<file path="config.mk">
export PLATFORM = sky130hd
export DESIGN_NAME = sri_master_tx
export DESIGN_NICKNAME = d
export VERILOG_FILES = /design/src/rtl/sri_master_tx.sv
export SDC_FILE = /design/constraint.sdc
export NUM_CORES = 1
export LEC_CHECK = 0
export ABC_AREA = 1
export BUFFER_PORTS_ARGS = -buffer_cell sky130_fd_sc_hd__clkbuf_2
export CORE_ASPECT_RATIO = 0.9
export CORE_MARGIN = 5
export CORE_UTILIZATION = 60
export CTS_CLUSTER_SIZE = 20
export DETAILED_ROUTE_END_ITERATION = 10
export MAX_ROUTING_LAYER = met4
export PLACE_DENSITY_LB_ADDON = 0.1
export SLEW_MARGIN = 20
export SYNTH_ARGS = -nofsm -noshare
export SYNTH_HDL_FRONTEND = slang
export SYNTH_SLANG_ARGS = --single-unit
</file>
<file path="constraint.sdc">
create_clock -name clk -period 2.4 [get_ports clk]
set_input_delay 0.72 -clock clk [delete_from_list [all_inputs] [get_ports clk]]
set_output_delay 0.72 -clock clk [all_outputs]
set_load 0.05 [all_outputs]
</file>
<file path="src/rtl/sri_master_tx.sv">
// sri_master_tx: serial word transmitter (sclk/MOSI/load), MSB first.
// sclk idles low, the receiver samples MOSI on sclk rising edges, and a load
// strobe follows the last bit so the receiver can latch its shift register.
// Optional feature macro: SRI_TX_DBUF_EN adds a one-word hold buffer so the
// next word can be queued while a transfer is in progress.
module sri_master_tx #(
  parameter int unsigned N   = 64,
  parameter int unsigned DIV = 4
) (
  input  logic         clk,
  input  logic         rst_n,
  input  logic         st,
  input  logic [N-1:0] DI,
  output logic         ready,
  output logic         busy,
  output logic         done,
  output logic         sclk,
  output logic         MOSI,
  output logic         load
);

  localparam int unsigned HW = (DIV > 1) ? $clog2(DIV) : 1;
  localparam int unsigned BW = (N > 1) ? $clog2(N) : 1;

  typedef enum logic [1:0] {
    IDLE  = 2'd0,
    SHIFT = 2'd1,
    LOAD  = 2'd2
  } state_t;

  state_t          r_state;
  logic [N-1:0]    r_shift;
  logic [HW-1:0]   r_hcnt;
  logic [BW-1:0]   r_bcnt;
  logic            r_sclk;
  logic            r_mosi;
  logic            r_load;
  logic            r_busy;
  logic            r_done;
  logic            r_ready;
`ifdef SRI_TX_DBUF_EN
  logic [N-1:0]    r_hold;
  logic            r_full;
`endif

  logic            w_half_end;
  logic            w_bit_last;
  logic [N-1:0]    w_shift_nxt;
  logic            w_load_end;

  // Terminal counts and the next shift-register value
  assign w_half_end  = (r_hcnt == HW'(DIV - 1));
  assign w_bit_last  = (r_bcnt == BW'(N - 1));
  assign w_shift_nxt = r_shift << 1;
  assign w_load_end  = (r_state == LOAD) && w_half_end;

  // Transfer state machine; all outputs come straight from registers
  always_ff @(posedge clk or negedge rst_n) begin
    if (!rst_n) begin
      r_state <= IDLE;
      r_shift <= '0;
      r_hcnt  <= '0;
      r_bcnt  <= '0;
      r_sclk  <= 1'b0;
      r_mosi  <= 1'b0;
      r_load  <= 1'b0;
      r_busy  <= 1'b0;
      r_done  <= 1'b0;
      r_ready <= 1'b1;
`ifdef SRI_TX_DBUF_EN
      r_hold  <= '0;
      r_full  <= 1'b0;
`endif
    end else begin
      r_done <= 1'b0;
      case (r_state)
        IDLE: begin
          if (st) begin
            r_shift <= DI;
            r_mosi  <= DI[N-1];
            r_sclk  <= 1'b0;
            r_hcnt  <= '0;
            r_bcnt  <= '0;
            r_busy  <= 1'b1;
`ifdef SRI_TX_DBUF_EN
            r_ready <= 1'b1;
`else
            r_ready <= 1'b0;
`endif
            r_state <= SHIFT;
          end
        end

        SHIFT: begin
          if (w_half_end) begin
            r_hcnt <= '0;
            if (!r_sclk) begin
              r_sclk <= 1'b1;
            end else if (w_bit_last) begin
              // last falling toggle: park sclk low and raise load
              r_sclk  <= 1'b0;
              r_mosi  <= 1'b0;
              r_load  <= 1'b1;
              r_state <= LOAD;
            end else begin
              // falling toggle: present the next bit
              r_sclk  <= 1'b0;
              r_shift <= w_shift_nxt;
              r_mosi  <= w_shift_nxt[N-1];
              r_bcnt  <= r_bcnt + BW'(1);
            end
          end else begin
            r_hcnt <= r_hcnt + HW'(1);
          end
        end

        LOAD: begin
          if (w_half_end) begin
            r_hcnt <= '0;
            r_load <= 1'b0;
            r_done <= 1'b1;
            r_bcnt <= '0;
`ifdef SRI_TX_DBUF_EN
            if (r_full) begin
              // chain the held word from this edge
              r_shift <= r_hold;
              r_mosi  <= r_hold[N-1];
              r_full  <= 1'b0;
              r_ready <= 1'b1;
              r_state <= SHIFT;
            end else if (st) begin
              // new word offered in the done cycle starts directly
              r_shift <= DI;
              r_mosi  <= DI[N-1];
              r_state <= SHIFT;
            end else begin
              r_busy  <= 1'b0;
              r_ready <= 1'b1;
              r_state <= IDLE;
            end
`else
            r_busy  <= 1'b0;
            r_ready <= 1'b1;
            r_state <= IDLE;
`endif
          end else begin
            r_hcnt <= r_hcnt + HW'(1);
          end
        end

        default: r_state <= IDLE;
      endcase

`ifdef SRI_TX_DBUF_EN
      // queue a word offered mid-transfer when the hold slot is free
      if (st && r_busy && !r_full && !w_load_end) begin
        r_hold  <= DI;
        r_full  <= 1'b1;
        r_ready <= 1'b0;
      end
`endif
    end
  end

  assign ready = r_ready;
  assign busy  = r_busy;
  assign done  = r_done;
  assign sclk  = r_sclk;
  assign MOSI  = r_mosi;
  assign load  = r_load;

endmodule

</file>
# Yosys cells after proc, flatten, opt, wreduce, memory -nomap -nowiden
# Index checks and enable logic that the tools add are counted.
[word_totals] ff_bits=79 output_inout_bits=6 input_bits=67 word_cells=77
[op_classes] n_eq_ne=10 n_mux=40 reduce_logical=15 add_sub_neg=2
[op_table] op="$mux W63" n=4
[op_table] op="$pmux W63 S2" n=1
[op_table] op="$mux W6" n=5
[op_table] op="$pmux W6 S3" n=1
[op_table] op="$mux W1" n=15
[op_table] op="$reduce_and A5 Y1" n=3
[op_table] op="$mux W2" n=7
[op_table] op="$ne A2 B2 Y1 const B" n=6
[op_table] op="$pmux W1 S2" n=5
[op_table] op="$reduce_bool A2 Y1" n=4
[op_table] op="$add A6 B1 Y6 const B" n=1
[op_table] op="$eq A6 B6 Y1 const B" n=1
[op_table] op="$pmux W2 S3" n=1
[op_table] op="$reduce_and A3 Y1" n=2
[op_table] op="$reduce_and A6 Y1" n=1
[op_table] op="$eq A2 B2 Y1 const B" n=2
[op_table] op="$pmux W2 S2" n=1
[op_table] op="$reduce_and A4 Y1" n=1
[op_table] op="$reduce_bool A3 Y1" n=1
[op_table] op="$add A2 B1 Y2 const B" n=1
[op_table] op="$eq A2 B1 Y1 const B" n=1
[op_table] op="$logic_not A2 Y1" n=1
[op_table] op="$reduce_and A2 Y1" n=1
[op_table] op="$reduce_or A2 Y1" n=1

# Longest topological paths before layout
[logic_depth] word_depth=5 depth_mapped=11 ltp_nobuf=9

# Worst setup path before layout
# No wires, ideal clock.
[synth_timing] path_kind="input to register" start="input port st" end="register r_shift[0]" slack_ps=813 setup_ps=116 n_path_buf=1 required_time_ps=2284 stages=8 t_arrival_ps=1470 cell_sequence="inv_1 > nand2_1 > nand3_1 > nor2_2 > nand2_2 > buf_2 > nand2_1 > nand2_1"
[synth_between] elab_chain_len=2
[synth_lines] item="start, declared" line="12" source="input logic st,"
[synth_lines] item="$ne A2 B2 Y1 (no source line)"
[synth_lines] item="$reduce_and A5 Y1 (no source line)"
[synth_lines] item="end signal, assigned" line="108" source="r_shift <= w_shift_nxt;"
[synth_lines] item="end, declared" line="32" source="logic [N-1:0] r_shift;"
# No other way between the ends.
# A chain may end at the register's enable or synchronous reset.

# Worst setup path after layout
[layout_timing] start="register r_state[1]" end="register r_shift[48]"
[layout_between] elab_chain_len=3 elab_cells_between_ends=9 cone_classes="eq/ne (5); mux (1); reduce/logical (3)"
[layout_lines] item="start, declared" line="31" source="state_t r_state;"
[layout_lines] item="start signal, assigned" line="60" source="r_state <= IDLE;"
[layout_lines] item="start signal, assigned" line="90" source="r_state <= SHIFT;"
[layout_lines] item="start signal, assigned" line="104" source="r_state <= LOAD;"
[layout_lines] item="$eq A2 B1 Y1 / $logic_not A2 Y1 (equally long branches)" line="76" source="case (r_state)"
[layout_lines] item="$ne A2 B2 Y1 (no source line) / $reduce_bool A2 Y1 (equally long branches)"
[layout_lines] item="$reduce_and A5 Y1 (no source line)"
# Several ways; a longest one is shown, not always the timed one.

==> flow_summary.ini <==
[hold_path]
hp-class = input port to async pin

[power_and_ir_drop]
pwr_density_cell_nw_per_um2 = 1310
p_int_mw = 3.52
switchingPower_mw = 2.74
pwr-share-seq_pct = 34.0
p_leak_nw = 2.88
switching_share_pct = 43.8
pwr-share-clk_pct = 19.6
peakVddDrop_mv = 0.741
p_total_mw = 6.26
p_comb_share_pct = 46.4

[synth]
synth-compound-area-share_pct = 1.55
synthSimpleGateAreaFrac_pct = 43.0
yosys-top-cells-area = dfrtp_1 47%, nand2_1 39%, buf_2 1.7%
synth_top_family_by_area = simple AND/OR/NAND/NOR gates
synth.avg_cell_area_um2 = 6.85
yosysSeqAreaShare_pct = 48.0
yosys.area.top_type = dfrtp_1
synthAdderAreaFrac_pct = 1.52
yosysTopAreaCellShare_pct = 47.4
ys_async_sr_fraction_pct = 100
synth_ff_type = dfrtp_1
yosys_warnings = 0
yosysUniqueCellTypes = 25
muxShareOfSynthArea_pct = 0
yosys_register_bits = 79
synth_xor_area_share_pct = 0
synth_edf_count = 0
synth_fp_nets = 673
syn_inst = 601
netlist_area_um2 = 4120

[worst_setup_path]
regToRegSetupSlack_ns = 0.35
crit_required_ns = 2.69
crit_arrival_ns = 2.34
slowest_stage = dfrtp_1
cpPeakStageDelay_ns = 0.40
critPathMaxFanout = 39
path_delay_family = buffers and inverters
critPathLaunchType = flip-flop
end_kind = flip-flop
path_buf_inv = 3
critical_path_class = flip-flop to flip-flop
crit_chain = inv_1, ha_2, buf_4, nand3_2, nand2_2, buf_4, nand2_1, nand2_1

[sta]
setup_violations = 0
fin_crit_ns = 2.05
min_period_over_period_pct = 85.2
final.setup.tns_ns = 0
fin_skew_ns = 0.00746
slew-limit-headroom_pct = 60.7
rsz0062_at_grt = no
setup_ws_ns = 0.354
hold_viol = 0
max_freq_mhz = 489
finalMaxSlewViolations = 0
tightest_slew_ns = 0.590
hold_ws_ns = 0.366

[floorplan]
dieArea_um2 = 8620
die-width_um = 97.3
die_h_um = 88.6
core_area_um2 = 6620
start_util_pct = 62.2
top_level_ports = 73
row_count = 28

[final_layout]
nNetsFinal = 739
drive_above_1_share_pct = 16.4
fillers = 557
diodes = 0
area_delta_synth_final_pct = 16.2
layoutNonFillerInstCount = 762

[flow_run]
cap_viol_max_count = 0

[placed_design]
place_inst = 746
portBuffers = 72
hpwl_um = 6080
dp_slack_ns = 0.367
finalWeightedCongestion = 0.875

[clock_network]
post-cts-setup-buffers = 0
ctsHoldBuffers = 0
cts_buffer_depth = 2
clock-sinks = 79
ctsResizeCount = 0
cts_tree = built
cts_root_buffer = clkbuf_8
cts_htree_levels = 3
worstSkewPairLatency_ns = 0.35
cts_made_buffers = 9
clkSlewWorstSetupHoldPaths_ns = 0.08

[route]
wl_um = 8920
drc = 0
ant_nets = 0
wire_per_inst_um = 11.7
drt-initial-drc-count = 182
drt_first_pass_iters = 5
viasPerCell = 4.94
vias = 3761

[global_routing]
overflow = 0
track_usage_pct = 22.4
antenna_found_initial = 0
grt_max_degree = 56
grt_pass1_vias = 3613
grt_pass1_wl_um = 15500

[run_status]
status = complete, no violations
-- final timing paths --
| path | startpoint | endpoint | cells past startpoint |
|---|---|---|---|
| max in group asynchronous | rst_n | r_hcnt[0] | 2 |
| max reg2reg | r_state[1] | r_shift[48] | 8 |
| min in group clk | r_shift[4] | r_shift[4] | 2 |
| max | r_state[1] | r_shift[48] | 8 |
| min reg2reg | r_shift[4] | r_shift[4] | 2 |
| min | rst_n | sclk | 1 |
-- power groups by stage --
stage | Sequential [mW] | Combinational [mW] | Clock [mW]
3_3_place_gp | 2.13 | 2.83 | 0
3_5_place_dp | 2.14 | 2.92 | 0
5_1_grt | 2.19 | 3.34 | 1.32
4_1_cts | 2.13 | 2.93 | 1.26
6_report | 2.13 | 2.91 | 1.23
2_1_floorplan | 2.20 | 2.26 | 0
-- registers in the layout, indices dropped and copies added, names as in the netlist --
| register | flops |
|---|---|
| r_hcnt | 2 |
| r_state | 2 |
| MOSI | 1 |
| r_shift | 63 |
| ready | 1 |
| done | 1 |
| busy | 1 |
| load | 1 |
| r_bcnt | 6 |
| sclk | 1 |
-- synthesized netlist by cell type (2+ instances only) --
library cell,n
a21oi_1,2
buf_2,14
buf_6,6
clkbuf_1,5
dfrtp_1,78
ha_1,5
inv_1,17
inv_2,3
nand2_1,423
nand2_2,2
nand3_1,7
nor2_1,18
nor2_2,2
nor3b_1,2
o21ai_0,7
-- routing by layer --
layer | up-vias | part of all wire, % | track usage (%)
met1 | 1720 | 47 | 28.4
met4 | 0 | 0.86 | 4.03
met2 | 98 | 47 | 37.9
li1 | 1935 | - | -
met5 | - | 0 | -
met3 | 8 | 5.8 | 5.36
-- layout by cell type, fill, tap and decap left out, types with 2 or more instances in the layout --
master | netlist | final
clkbuf_2 | 0 | 71
ha_1 | 5 | 4
nand3_1 | 7 | 7
nor2_2 | 2 | 2
dfrtp_1 | 78 | 78
inv_1 | 17 | 16
clkbuf_8 | 0 | 11
nand2_1 | 423 | 423
nor3b_1 | 2 | 2
nor2_1 | 18 | 18
buf_12 | 0 | 2
bufinv_16 | 0 | 3
a21oi_1 | 2 | 2
buf_4 | 1 | 9
inv_2 | 3 | 4
o21ai_0 | 7 | 7
nand2_2 | 2 | 2
-- final cells by class --
cell class,instances,area [µm²],share of cell area [%]
inverter,20,75.1,1.57
multi-input combinational,475,1900,39.7
clock inverter,5,104,2.17
timing repair buffer,82,463,9.68
sequential,79,1980,41.3
tap,90,113,2.35
clock buffer,11,151,3.16
-- cell families after synthesis --
family | Yosys count
DFF | 79
buffers and inverters | 47
adders and majority gates | 5
AOI/OAI and AO/OA | 12
and+or+nand+nor | 458
-- stage by stage --
| step | cell area, µm² | utilization, % |
|---|---|---|
| after floorplan | 4120 | - |
| after global routing | 4780 | 72.3 |
| after CTS | 4780 | 72.3 |
| after detailed placement | 4530 | 68.4 |
| final | 4780 | 72.3 |
| after global placement | 4530 | 68.4 |
No activity file was read; power rests on OpenSTA's default activity.
